[config.mk]
export PLATFORM = sky130hd
export DESIGN_NAME = calc_core_sequencer
export DESIGN_NICKNAME = d
export VERILOG_FILES = /design/src/rtl/calc_core_sequencer.sv
export SDC_FILE = /design/constraint.sdc
export NUM_CORES = 1
export LEC_CHECK = 0
export ABC_AREA = 1
export CELL_PAD_IN_SITES_DETAIL_PLACEMENT = 1
export CELL_PAD_IN_SITES_GLOBAL_PLACEMENT = 1
export CORE_MARGIN = 4
export CORE_UTILIZATION = 38
export CTS_BUF_LIST = sky130_fd_sc_hd__clkbuf_4 sky130_fd_sc_hd__clkbuf_8
export CTS_CLUSTER_SIZE = 16
export DETAILED_ROUTE_END_ITERATION = 8
export GPL_TIMING_DRIVEN = 1
export HOLD_SLACK_MARGIN = 0.03
export PLACE_DENSITY_LB_ADDON = 0.08
export RECOVER_POWER = 50
export SETUP_SLACK_MARGIN = 0.3
export SYNTH_ARGS = -nofsm -noshare
export SYNTH_HDL_FRONTEND = slang
export SYNTH_SLANG_ARGS = --single-unit
[constraint.sdc]
create_clock -name clk -period 4.9 [get_ports clk]
set_input_delay 1.225 -clock clk [delete_from_list [all_inputs] [get_ports clk]]
set_output_delay 1.225 -clock clk [all_outputs]
set_load 0.02 [all_outputs]
[src/rtl/calc_core_sequencer.sv]
// Command sequencer feeding the calculation core: fetches instructions from a
// synchronous program memory, issues EXEC commands, runs one hardware loop.
module calc_core_sequencer #(
    parameter int unsigned                    PC_W           = 10,
    parameter int unsigned                    CMD_SIZE       = 32,
    parameter int unsigned                    INPUTMODE_SIZE = 2,
    parameter logic [INPUTMODE_SIZE-1:0]      MODE_IDLE      = 2'd0,
    parameter logic [INPUTMODE_SIZE-1:0]      MODE_EXEC      = 2'd2,
    parameter int unsigned                    TIMEOUT        = 4095
) (
    input  logic                      clk,
    input  logic                      rst,
    input  logic                      start,
    input  logic [PC_W-1:0]           start_pc,
    output logic                      busy,
    output logic                      done,
    output logic                      err,
    output logic [PC_W-1:0]           err_pc,
    output logic                      prog_rd,
    output logic [PC_W-1:0]           prog_addr,
    input  logic [CMD_SIZE+1:0]       prog_data,
    output logic [INPUTMODE_SIZE-1:0] core_mode,
    output logic [CMD_SIZE-1:0]       core_cmd,
    input  logic                      core_finished,
    output logic [15:0]               exec_count
);

    localparam int unsigned TMR_W = $clog2(TIMEOUT + 1);

    typedef enum logic [2:0] {
        S_IDLE, S_FETCH, S_DECODE, S_WAIT, S_GAP, S_DONE, S_ERR
    } state_t;

    typedef enum logic [1:0] {
        OP_EXEC, OP_LSET, OP_LOOP, OP_HALT
    } op_t;

    state_t              state_q, state_d;
    logic [PC_W-1:0]     pc;
    logic [15:0]         loop_cnt;
    logic [TMR_W-1:0]    timer;
    op_t                 op;
    logic [CMD_SIZE-1:0] payload;
    logic                pc_last;
    logic                fin_ok;
    logic                tmo;

    assign op      = op_t'(prog_data[CMD_SIZE+1:CMD_SIZE]);
    assign payload = prog_data[CMD_SIZE-1:0];
    assign pc_last = (pc == '1);
    // finished is only trusted from the second WAIT cycle (timer already advanced)
    assign fin_ok  = core_finished && (timer != '0);
    assign tmo     = (timer == TMR_W'(TIMEOUT - 1));

    always_ff @(posedge clk or posedge rst) begin
        if (rst) state_q <= S_IDLE;
        else     state_q <= state_d;
    end

    always_comb begin
        state_d = state_q;
        unique case (state_q)
            S_IDLE:   if (start) state_d = S_FETCH;
            S_FETCH:  state_d = S_DECODE;
            S_DECODE: begin
                unique case (op)
                    OP_EXEC: state_d = S_WAIT;
                    OP_LSET: state_d = pc_last ? S_ERR : S_FETCH;
                    OP_LOOP: state_d = ((loop_cnt != '0) || !pc_last) ? S_FETCH : S_ERR;
                    OP_HALT: state_d = S_DONE;
                endcase
            end
            S_WAIT: begin
                if (fin_ok)   state_d = pc_last ? S_ERR : S_GAP;
                else if (tmo) state_d = S_ERR;
            end
            S_GAP:    state_d = S_FETCH;
            S_DONE:   state_d = S_IDLE;
            S_ERR:    state_d = S_IDLE;
            default:  state_d = S_IDLE;
        endcase
    end

    always_comb begin
        prog_rd   = (state_q == S_FETCH);
        prog_addr = pc;
        done      = (state_q == S_DONE);
    end

    always_ff @(posedge clk or posedge rst) begin
        if (rst) begin
            busy       <= 1'b0;
            err        <= 1'b0;
            err_pc     <= '0;
            core_cmd   <= '0;
            core_mode  <= MODE_IDLE;
            exec_count <= '0;
            pc         <= '0;
            loop_cnt   <= '0;
            timer      <= '0;
        end else begin
            unique case (state_q)
                S_IDLE: begin
                    if (start) begin
                        pc         <= start_pc;
                        exec_count <= '0;
                        err        <= 1'b0;
                        busy       <= 1'b1;
                    end
                end
                S_DECODE: begin
                    unique case (op)
                        OP_EXEC: begin
                            core_cmd  <= payload;
                            core_mode <= MODE_EXEC;
                            timer     <= '0;
                        end
                        OP_LSET: begin
                            loop_cnt <= payload[15:0];
                            if (!pc_last) pc <= pc + PC_W'(1);
                        end
                        OP_LOOP: begin
                            if (loop_cnt != '0) begin
                                loop_cnt <= loop_cnt - 16'd1;
                                pc       <= payload[PC_W-1:0];
                            end else if (!pc_last) begin
                                pc <= pc + PC_W'(1);
                            end
                        end
                        OP_HALT: ;
                    endcase
                end
                S_WAIT: begin
                    timer <= timer + TMR_W'(1);
                    if (fin_ok) begin
                        core_mode <= MODE_IDLE;
                        if (exec_count != '1) exec_count <= exec_count + 16'd1;
                        // pc stays put at the top address so ERR reports it
                        if (!pc_last) pc <= pc + PC_W'(1);
                    end
                end
                S_DONE: busy <= 1'b0;
                S_ERR: begin
                    err       <= 1'b1;
                    err_pc    <= pc;
                    busy      <= 1'b0;
                    core_mode <= MODE_IDLE;
                end
                default: ;
            endcase
        end
    end

endmodule

Word-level counts from Yosys, hierarchy flattened
Cells that the tools add are included.
{"block": "word_totals", "out_inout_bits": 74, "word_cells": 86, "regBits": 103, "inputBits": 48}
{"block": "op_classes", "reduce_logical": 24, "addsub": 4, "muxes": 29, "n_eq_ne": 19}
{"op": "two-way mux 16 bit", "n": 4}
{"op": "case mux 16 bit (2 select lines)", "n": 2}
{"op": "two-way mux 10 bit", "n": 4}
{"op": "case mux 10 bit (3 select lines)", "n": 1}
{"op": "case mux 12 bit (2 select lines)", "n": 1}
{"op": "case mux 10 bit (2 select lines)", "n": 1}
{"op": "adder 16 x 1 -> 16 bit, second input constant", "n": 1}
{"op": "!= test 16 bit, second input constant", "n": 1}
{"op": "nonzero test 16 bit", "n": 1}
{"op": "subtractor 16 x 1 -> 16 bit, second input constant", "n": 1}
{"op": "two-way mux 3 bit", "n": 5}
{"op": "case mux 3 bit (5 select lines)", "n": 1}
{"op": "adder 12 x 1 -> 12 bit, second input constant", "n": 1}
{"op": "== test 12 bit, second input constant", "n": 1}
{"op": "two-way mux 12 bit", "n": 1}
{"op": "case mux 3 bit (4 select lines)", "n": 1}
{"op": "nonzero test 12 bit", "n": 1}
{"op": "adder 10 x 1 -> 10 bit, second input constant", "n": 1}
{"op": "== test 10 bit, second input constant", "n": 1}
{"op": "!= test 2 bit, second input constant", "n": 5}
{"op": "AND reduction 2 bit", "n": 5}
{"op": "nonzero test 2 bit", "n": 5}
{"op": "== test 3 bit, second input constant", "n": 3}
{"op": "AND reduction 4 bit", "n": 2}
{"op": "other kinds (17)", "n": 26}

Logic depth before layout (Yosys ltp)
Gate-level depths: netlist (run 1).
{"block": "depth", "word_depth": 6, "depth_mapped": 13, "depth_no_buf": 13}

Least setup slack after synthesis (run 1)
Ideal clock, no wire load.
{"block": "synth_timing", "path_type": "input to register", "start": "input prog_data[32]", "end": "register loop_cnt[2]", "setup_slack_ns": 2.497, "n_path_buf": 2, "arrival_ns": 2.280, "path_stages": 9, "t_required_ns": 4.777, "path_cell_list": "inv_1 > ha_1 > buf_2 > inv_1 > a21oi_4 > nand2_4 > buf_6 > o21ai_0 > nand2_1"}
{"block": "synth_via", "elab_chain_cells": 3, "elab_cells_between_ends": 6}
{"element": "from (decl)", "line_no": "21", "rtl": "input logic [CMD_SIZE+1:0] prog_data,"}
{"element": "== test 2 bit or == test 2 x 1 -> 1 bit (tied branches)", "line_no": "112", "rtl": "unique case (op)"}
{"element": "!= test 2 bit (no source line) or nonzero test 2 bit (tied branches)"}
{"element": "AND reduction 3 bit (no source line)"}
{"element": "to (signal assigned)", "line_no": "119", "rtl": "loop_cnt <= payload[15:0];"}
{"element": "to (signal assigned)", "line_no": "124", "rtl": "loop_cnt <= loop_cnt - 16'd1;"}
{"element": "to (decl)", "line_no": "40", "rtl": "logic [15:0] loop_cnt;"}
Parallel ways exist; a longest one is shown, timed or not.
A chain may end at the register's enable or synchronous reset.

Worst setup path in the final report (run 1)
{"block": "layout_timing", "start": "register state_q[2]", "end": "register pc[4] (netlist: prog_addr[4])"}
{"block": "layout_via", "elab_chain_cells": 3, "elab_cells_between_ends": 9}
{"element": "from (decl)", "line_no": "38", "rtl": "state_t state_q, state_d;"}
{"element": "from (signal assigned)", "line_no": "57", "rtl": "else state_q <= state_d;"}
{"element": "== test 3 x 2 -> 1 bit or logical NOT 3 bit (tied branches)", "line_no": "102", "rtl": "unique case (state_q)"}
{"element": "!= test 3 bit (no source line) (tied with other cells)"}
{"element": "AND reduction 4 bit (no source line)"}
{"element": "to (signal assigned)", "line_no": "105", "rtl": "pc <= start_pc;"}
{"element": "to (signal assigned)", "line_no": "120", "rtl": "if (!pc_last) pc <= pc + PC_W'(1);"}
{"element": "to (signal assigned)", "line_no": "125", "rtl": "pc <= payload[PC_W-1:0];"}
{"element": "to (decl)", "line_no": "39", "rtl": "logic [PC_W-1:0] pc;"}
Parallel ways exist; a longest one is shown, timed or not.

==> results.cfg, run 1 <==
[setup_path]
crit_buf_inv = 3
crit_arrival_ns = 3.73
reg2reg_setup_slack_ns = 1.44
reg2reg_to = prog_addr[4]
crit_type = reg2reg
startpoint_type = register
cp_max_fo = 24
cp.required_ns = 5.17
slowest_stage = inv_1
reg2reg_depth = 8
reg2reg_from = state_q[2]
slowest_delay_ns = 0.93
crit_chain = inv_1, nand3_1, inv_1, nand2_1, nand3_1, inv_2, nand2_1, o21ai_1
critPathTopFamily = simple AND/OR/NAND/NOR gates
critPathCaptureType = register

[synth]
synth.cell_area_um2 = 5880
yosysWarnings = 0
synth_commonest_cells = nand2_1, dfrtp_1, inv_1
synth_edf_count = 0
yosysUniqueCellTypes = 41
yosys.cell_count.top_type = nand2_1
ys_top_cells_by_area = dfrtp_1, nand2_1, inv_1, nand3_1, nor2_1
synth.net_count = 868
syn_avg_cell_area_um2 = 7.27
seq_area_frac_synth_pct = 43.4
synth_top_flop_cell = dfrtp_1
synth_top_area_share_pct = 43.4
syn_inst = 809
synth_top_cell_by_area = dfrtp_1
yosys_register_bits = 102
async_reset_ff_share_pct = 100

[sta]
rsz0062_at_grt = false
hold_violations = 0
setup_viol = 0
slew_viol_final = 0
fmax_ghz = 0.289
tightest_slew_ns = 1.09
layout_worst_path_cycle_share_pct = 70.5
relSlewSlack_pct = 27.0
setup_tns_ns = 0
min_period_ns = 3.46
skew_ns = 0.0135
postLayoutSetupSlackWorst_ns = 1.44

[detailed_routing]
via_per_inst = 5.06
drt_wl_total_um = 18000
routedWlPerCell_um = 16.2
drtAntennaViolNets = 0
vias = 5615
drt-initial-drc-count = 231
drc = 0
first_pass_iters = 4

[worst_hold_path]
hold_end = err
holdPathStages = 2
worstHoldPathType = reg2reg
min-delay-start = err

[clock_tree]
cts_inserted_buffers = 9
h-tree-depth = 3
clockBufferDepth = 2
post_cts_buffers = 0
cts_root_buffer = clkbuf_8
insertion_delay_ns = 0.39
ctsResizeCount = 0
cts_tree = done
cts_hold_buf = 0
clk_pin_slew_ns = 0.10
cts_num_sinks = 102

[finish]
diodes = 0
area_growth_syn_to_layout_pct = 25.0
final_util_pct = 48.3
nets = 975
drive_gt1_share_pct = 5.32
nFillCells = 1953
multiInputGateArea_um2 = 2790
regArea_um2 = 2550

[run_status]
status = finished, final reports clean

[grt]
grt.overflow.total = 0
grt_usage_pct = 21.3
antenna_found_initial = 0
grt_pass1_vias = 6098
grt_pass1_wl_um = 30600
grt_max_degree = 66

[place]
hpwlAfterDp_um = 13600
numPortBuffers = 120
place_congestion = 0.842
place_ws_ns = 1.34

[floorplan]
floorplan.die.height_um = 132
start_util_pct = 38.7
fp.dieW_um = 132
core_um2 = 15200
rows = 45
ios = 122
dieArea_um2 = 17500

[pwr]
peakVddDrop_mv = 0.279
power_uw = 4090
switching_power_uw = 1880
p_seq_share_pct = 34.9
p_comb_share_pct = 49.8
p_leak_uw = 0.00356
internal-power_uw = 2210
power.density_nw_per_um2 = 556
sw_frac_of_total_pct = 45.9
pwr-share-clk_pct = 15.3

[flow_run]
maxCapViolations = 0
[through the flow]
step | std cells | hold WS (ns) | area (um2)
global placement | 1093 | 0.455 | 7160
global route | 1109 | 0.515 | 7350
CTS | 1109 | 0.498 | 7390
floorplan | 809 | 0.476 | 5880
finish | 1109 | 0.491 | 7350
detailed placement | 1093 | 0.464 | 7160
[area by class of cell]
class	instances	share of cell area [%]
Tap cell	188	3.20
Clock inverter	7	1.41
Multi-Input combinational cell	594	38.0
Clock buffer	9	1.69
Sequential cell	102	34.7
Timing Repair Buffer	123	16.6
Inverter	86	4.43
[cell families (layout without fill, tap and decap cells)]
family	Yosys count	after routing	share of synthesized area (%)
xor+xnor	15	15	2.24
simple gates	462	462	33.6
other cells	1	1	0.0638
compound gates	105	105	9.86
flops	102	102	43.4
fa+ha+maj	11	11	2.34
buf+inv	113	225	8.51
[power groups by stage]
stage               sequential (uW)  combinational (uW)  clock, uW
finish                         1430                2040        624
global route                   1480                2290        674
CTS                            1440                2110        639
detailed placement             1440                2100          0
global placement               1430                2010          0
floorplan                      1630                1100          0
[placed cells by master, fill, tap and decap left out, types with 12 or more instances in the layout]
cell,n
a21oi_1,18
clkdlybuf4s50_1,111
dfrtp_1,102
inv_1,78
nand2_1,302
nand3_1,52
nand4_1,12
nor2_1,65
o21ai_0,47
o21ai_1,25
xor2_1,12
[how the worst max path moves through the flow]
| stage | start | to | slack, ns | cells past startpoint |
|---|---|---|---|---|
| after global placement | prog_data[33] | timer[8] | 1.46 | 8 |
| after global routing | state_q[2] | prog_addr[0] | 1.03 | 9 |
| after detailed placement | prog_data[33] | timer[8] | 1.34 | 8 |
| after floorplan | rst | busy | 1.0 | 1 |
| after CTS | state_q[1] | prog_rd | 1.66 | 4 |
| final | state_q[2] | prog_addr[4] | 1.44 | 8 |
[sequential cells by signal, summed over array words and instances (netlist names)]
register and cells:
state_q 3, timer 12, err_pc 10, exec_count 16
core_mode 1, loop_cnt 16, prog_addr 10, err 1
busy 1, core_cmd 32
[per-layer routing]
layer / global-route usage (%) / vias to the layer above / share of wire, %
met5: 0 / - / 0
met4: 6.52 / 0 / 1.8
met3: 5.27 / 22 / 5.0
met2: 36.8 / 106 / 49
met1: 26.1 / 2721 / 45
li1: - / 2766 / -
[tightest hold or removal path, delay by kind of cell, from the launching register on]
family	cells	cell delay (ns)
AND/OR/NAND/NOR	2	0.11
flip-flops	1	0.36
Power figures use the tool's default switching activity.
==> inputs of run 2 (changes only) <==
--- a/config.mk
+++ b/config.mk
@@ -9,7 +9,7 @@
 export CELL_PAD_IN_SITES_DETAIL_PLACEMENT = 1
 export CELL_PAD_IN_SITES_GLOBAL_PLACEMENT = 1
 export CORE_MARGIN = 4
-export CORE_UTILIZATION = 38
+export CORE_UTILIZATION = 34
 export CTS_BUF_LIST = sky130_fd_sc_hd__clkbuf_4 sky130_fd_sc_hd__clkbuf_8
 export CTS_CLUSTER_SIZE = 16
 export DETAILED_ROUTE_END_ITERATION = 8
==> constraint.sdc (replaced) <==
create_clock -name clk -period 3 [get_ports clk]
set_input_delay 0.75 -clock clk [delete_from_list [all_inputs] [get_ports clk]]
set_output_delay 0.75 -clock clk [all_outputs]
set_load 0.02 [all_outputs]
==> results.cfg, run 2 (synthesis results as in run 1) <==
[run_status]
status = finished, final reports clean

[sta]
setup_viol = 0
setup_tns_ns = 0
slew_viol_final = 0
hold_violations = 0
skew_ns = 0.0136
rsz0062_at_grt = false
min_period_ns = 2.60
relSlewSlack_pct = 7.07
layout_worst_path_cycle_share_pct = 86.8
fmax_ghz = 0.384
tightest_slew_ns = 1.39

[place]
place_congestion = 0.817
numPortBuffers = 120
hpwlAfterDp_um = 13700

[detailed_routing]
via_per_inst = 4.84
drtAntennaViolNets = 0
drt_wl_total_um = 17900
vias = 5549
drc = 0
drt-initial-drc-count = 213
first_pass_iters = 4
routedWlPerCell_um = 15.6

[finish]
final_common_cell = nand2_1
nFillCells = 2121
final_cell_mix = nand2_1, clkdlybuf4s50_1, dfrtp_1, inv_1, nor2_1
largest_reg_flops = 32
final_util_pct = 44.2
multiInputGateArea_um2 = 2800
drive_gt1_share_pct = 6.37
diodes = 0
largestRegisters = core_cmd: 32 flops, exec_count: 16 flops, loop_cnt: 16 flops
regArea_um2 = 2550
top_register = core_cmd
area_growth_syn_to_layout_pct = 26.2
nets = 980

[grt]
grt_max_degree = 55
grt_pass1_vias = 5861
antenna_found_initial = 0
grt.overflow.total = 0
grt_usage_pct = 18.8
grt_pass1_wl_um = 30100

[clock_tree]
cts_num_sinks = 102
insertion_delay_ns = 0.40
cts_root_buffer = clkbuf_8
cts_inserted_buffers = 9
cts_tree = done
clk_pin_slew_ns = 0.12
clockBufferDepth = 2
h-tree-depth = 3

[setup_path]
slowest_delay_ns = 0.61
crit_type = in2reg
crit_top_cell = inv_1
critPathCaptureType = register
crit_buf_inv = 4
cp_max_fo = 15
crit_chain = dlygate4sd3_1, inv_1, ha_1, inv_1, clkbuf_1, a31oi_1, o21ai_0, o31ai_1
crit_arrival_ns = 2.88
cp.required_ns = 3.27
startpoint_type = primary input
slowest_stage = dlygate4sd3_1
critPathTopFamily = buffers and inverters

[floorplan]
floorplan.die.height_um = 139
ios = 122
rows = 47
fp.dieW_um = 139
dieArea_um2 = 19500
start_util_pct = 35.1
core_um2 = 16800

[worst_hold_path]
worstHoldPathType = reg2reg

[pwr]
power.density_nw_per_um2 = 887
peakVddDrop_mv = 0.435
p_leak_uw = 0.00359

[flow_run]
maxCapViolations = 0
## run 2: area by class of cell
class                           instances  area share (%)
Clock buffer                            9            1.67
Clock inverter                          7           0.928
Inverter                               86            4.40
Multi-Input combinational cell        594            37.7
Sequential cell                       102            34.4
Tap cell                              220            3.71
Timing Repair Buffer                  128            17.1
## run 2: what timing repair did
item,in CTS,in global routing
setup endpoints to repair,1,2
hold buffers,0,0
pin swaps,0,0
setup buffers,0,0
endpoints found under the hold margin,0,0
gates resized for setup,2,2
## run 2: worst paths after layout
path,slack (ns),end,cells after the start,start
worst max-delay path,0.40,loop_cnt[10],8,prog_data[32]
worst min register to register,0.49,core_cmd[19],2,core_cmd[19]
worst max register to register,0.68,prog_addr[3],8,state_q[2]
min in group asynchronous,1.28,loop_cnt[8],3,rst
max in group asynchronous,0.74,state_q[0],3,rst
worst min-delay path,0.49,core_cmd[19],2,core_cmd[19]
## run 2: worst register-to-register path: stages, from the launching register on
cell and delay [ns]:
dfrtp_1 0.45, inv_1 0.22, nand3_4 0.28, inv_1 0.33, nand2_1 0.22, nand3_1 0.36, inv_2 0.18, nand2_1 0.11
o21ai_1 0.07
## run 2: per-layer routing
layer	track usage (%)	vias up	wire length, um
li1	-	2782	-
met1	24.5	2636	8330
met2	31.0	112	8350
met3	4.53	19	941
met4	5.97	0	295
met5	0	-	0
## run 2: power by group
part           internal, uW  switching, uW  leakage, uW
Sequential             1880            456      0.00131
Combinational          1280           2060      0.00218
Clock                   331            576     0.000101
Total                  3490           3090      0.00359
## run 2: metrics by stage
step	hold WS, ns	area (um2)	worst slack [ns]	instances	total power [uW]
floorplan	0.476	5880	1.03	809	4450
global placement	0.452	7250	0.335	1130	5670
detailed placement	0.463	7250	0.250	1130	5790
CTS	0.493	7450	0.310	1146	6750
global route	0.523	7420	0.333	1146	7170
finish	0.486	7420	0.397	1146	6580
==> inputs of run 3 (changes only) <==
--- a/config.mk
+++ b/config.mk
@@ -9,7 +9,7 @@
 export CELL_PAD_IN_SITES_DETAIL_PLACEMENT = 1
 export CELL_PAD_IN_SITES_GLOBAL_PLACEMENT = 1
 export CORE_MARGIN = 4
-export CORE_UTILIZATION = 34
+export CORE_UTILIZATION = 41
 export CTS_BUF_LIST = sky130_fd_sc_hd__clkbuf_4 sky130_fd_sc_hd__clkbuf_8
 export CTS_CLUSTER_SIZE = 16
 export DETAILED_ROUTE_END_ITERATION = 8
==> constraint.sdc (replaced) <==
create_clock -name clk -period 3.4 [get_ports clk]
set_input_delay 0.85 -clock clk [delete_from_list [all_inputs] [get_ports clk]]
set_output_delay 0.85 -clock clk [all_outputs]
set_load 0.02 [all_outputs]
==> results.cfg, run 3 (synthesis results as in run 1) <==
[sta]
relSlewSlack_pct = -3.01
layout_worst_path_cycle_share_pct = 83.1
hold_violations = 0
tightest_slew_ns = 1.54
setup_viol = 0
rsz0062_at_grt = false
slew_viol_final = 30
fmax_ghz = 0.354
skew_ns = 0.0195
min_period_ns = 2.82
whs_ns = 0.486
postLayoutSetupSlackWorst_ns = 0.576
setup_tns_ns = 0

[finish]
diodes = 0
nets = 979
top_register = core_cmd
final_common_cell = nand2_1
final_util_pct = 53.0
drive_gt1_share_pct = 6.05
area_growth_syn_to_layout_pct = 25.7
final_cell_mix = nand2_1, clkdlybuf4s50_1, dfrtp_1, inv_1, nor2_1
largestRegisters = core_cmd: 32 flops, exec_count: 16 flops, loop_cnt: 16 flops
largest_reg_flops = 32

[run_status]
violations = capacitance limit, slew limit
status = finished, violations left

[setup_path]
crit_chain = inv_1, nand3_4, inv_1, nand2_1, nand2_2, inv_2, nand2_4, inv_2, nand2_1, nand2_1
crit_type = reg2reg
crit_top_cell = nand2_1
reg2reg_setup_slack_ns = 0.58
crit_arrival_ns = 3.10
critPathCaptureType = register
critPathTopFamily = simple AND/OR/NAND/NOR gates
reg2reg_depth = 10
crit_buf_inv = 4
slowest_stage = inv_1
cp_max_fo = 24
cp.depth = 10
startpoint_type = register
cp.required_ns = 3.67
slowest_delay_ns = 0.69

[floorplan]
rows = 43
dieArea_um2 = 16300
floorplan.die.height_um = 128
ios = 122
fp.dieW_um = 128
start_util_pct = 42.2
core_um2 = 13900

[detailed_routing]
drt-initial-drc-count = 300
via_per_inst = 5.17
vias = 5709
drt_wl_total_um = 17900
routedWlPerCell_um = 16.2
drtAntennaViolNets = 0
drc = 0
first_pass_iters = 4

[clock_tree]
cts_num_sinks = 102
post_cts_buffers = 0
cts_hold_buf = 0
h-tree-depth = 3
clockBufferDepth = 2
clk_pin_slew_ns = 0.10
insertion_delay_ns = 0.39
cts_tree = done
cts_root_buffer = clkbuf_8
cts_inserted_buffers = 9
ctsResizeCount = 0

[pwr]
p_leak_uw = 0.00358
peakVddDrop_mv = 0.466
power.density_nw_per_um2 = 792

[grt]
antenna_found_initial = 1
grt_usage_pct = 22.6
grt_max_degree = 39
grt.overflow.total = 0
grt_pass1_wl_um = 29900
grt_pass1_vias = 6090

[worst_hold_path]
worstHoldPathType = reg2reg
holdPathStages = 2

[place]
place_ws_ns = 0.548
hpwlAfterDp_um = 13600
numPortBuffers = 120
place_congestion = 0.887

[flow_run]
maxCapViolations = 1
run 3: path summary, 6_finish.rpt:
path	start	to
hold reg to reg	core_cmd[18]	core_cmd[18]
max in group asynchronous	rst	err_pc[9]
setup / recovery	state_q[2]	exec_count[8]
setup reg to reg	state_q[2]	exec_count[8]
hold / removal	core_cmd[18]	core_cmd[18]
min in group asynchronous	rst	timer[10]
run 3: area by class of cell:
cell class | instances | area (um2)
multi-input combinational | 594 | 2800
inverter | 86 | 324
clock inverter | 5 | 57.6
fill | 1753 | 6540
tap | 180 | 225
sequential | 102 | 2550
clock buffer | 11 | 145
timing repair buffer | 127 | 1290
run 3: per-layer routing:
| metal | share of wire (%) | GRT usage, % | vias up |
|---|---|---|---|
| li1 | - | - | 2778 |
| met2 | 50 | 38.8 | 120 |
| met1 | 43 | 27.8 | 2794 |
| met5 | 0.045 | 0 | - |
| met4 | 0.99 | 4.87 | 2 |
| met3 | 6.5 | 7.54 | 15 |
run 3: power breakdown:
part	leakage, uW	switching, uW	internal [uW]
Clock	0.000107	453	371
Sequential	0.00131	406	1660
Combinational	0.00216	1830	1140
Total	0.00358	2690	3170
run 3: worst register-to-register path: cells and delay by family (launching register included):
family / cells / cell delay, ns
flops: 1 / 0.45
buf+inv: 4 / 1.15
simple gates: 6 / 1.14
run 3: per-stage QoR:
| step | area, um2 | cells | power, uW |
|---|---|---|---|
| floorplan | 5880 | 809 | 3930 |
| global placement | 7220 | 1089 | 4950 |
| detailed placement | 7220 | 1089 | 5080 |
| CTS | 7420 | 1105 | 5940 |
| global route | 7390 | 1105 | 6350 |
| finish | 7390 | 1105 | 5850 |
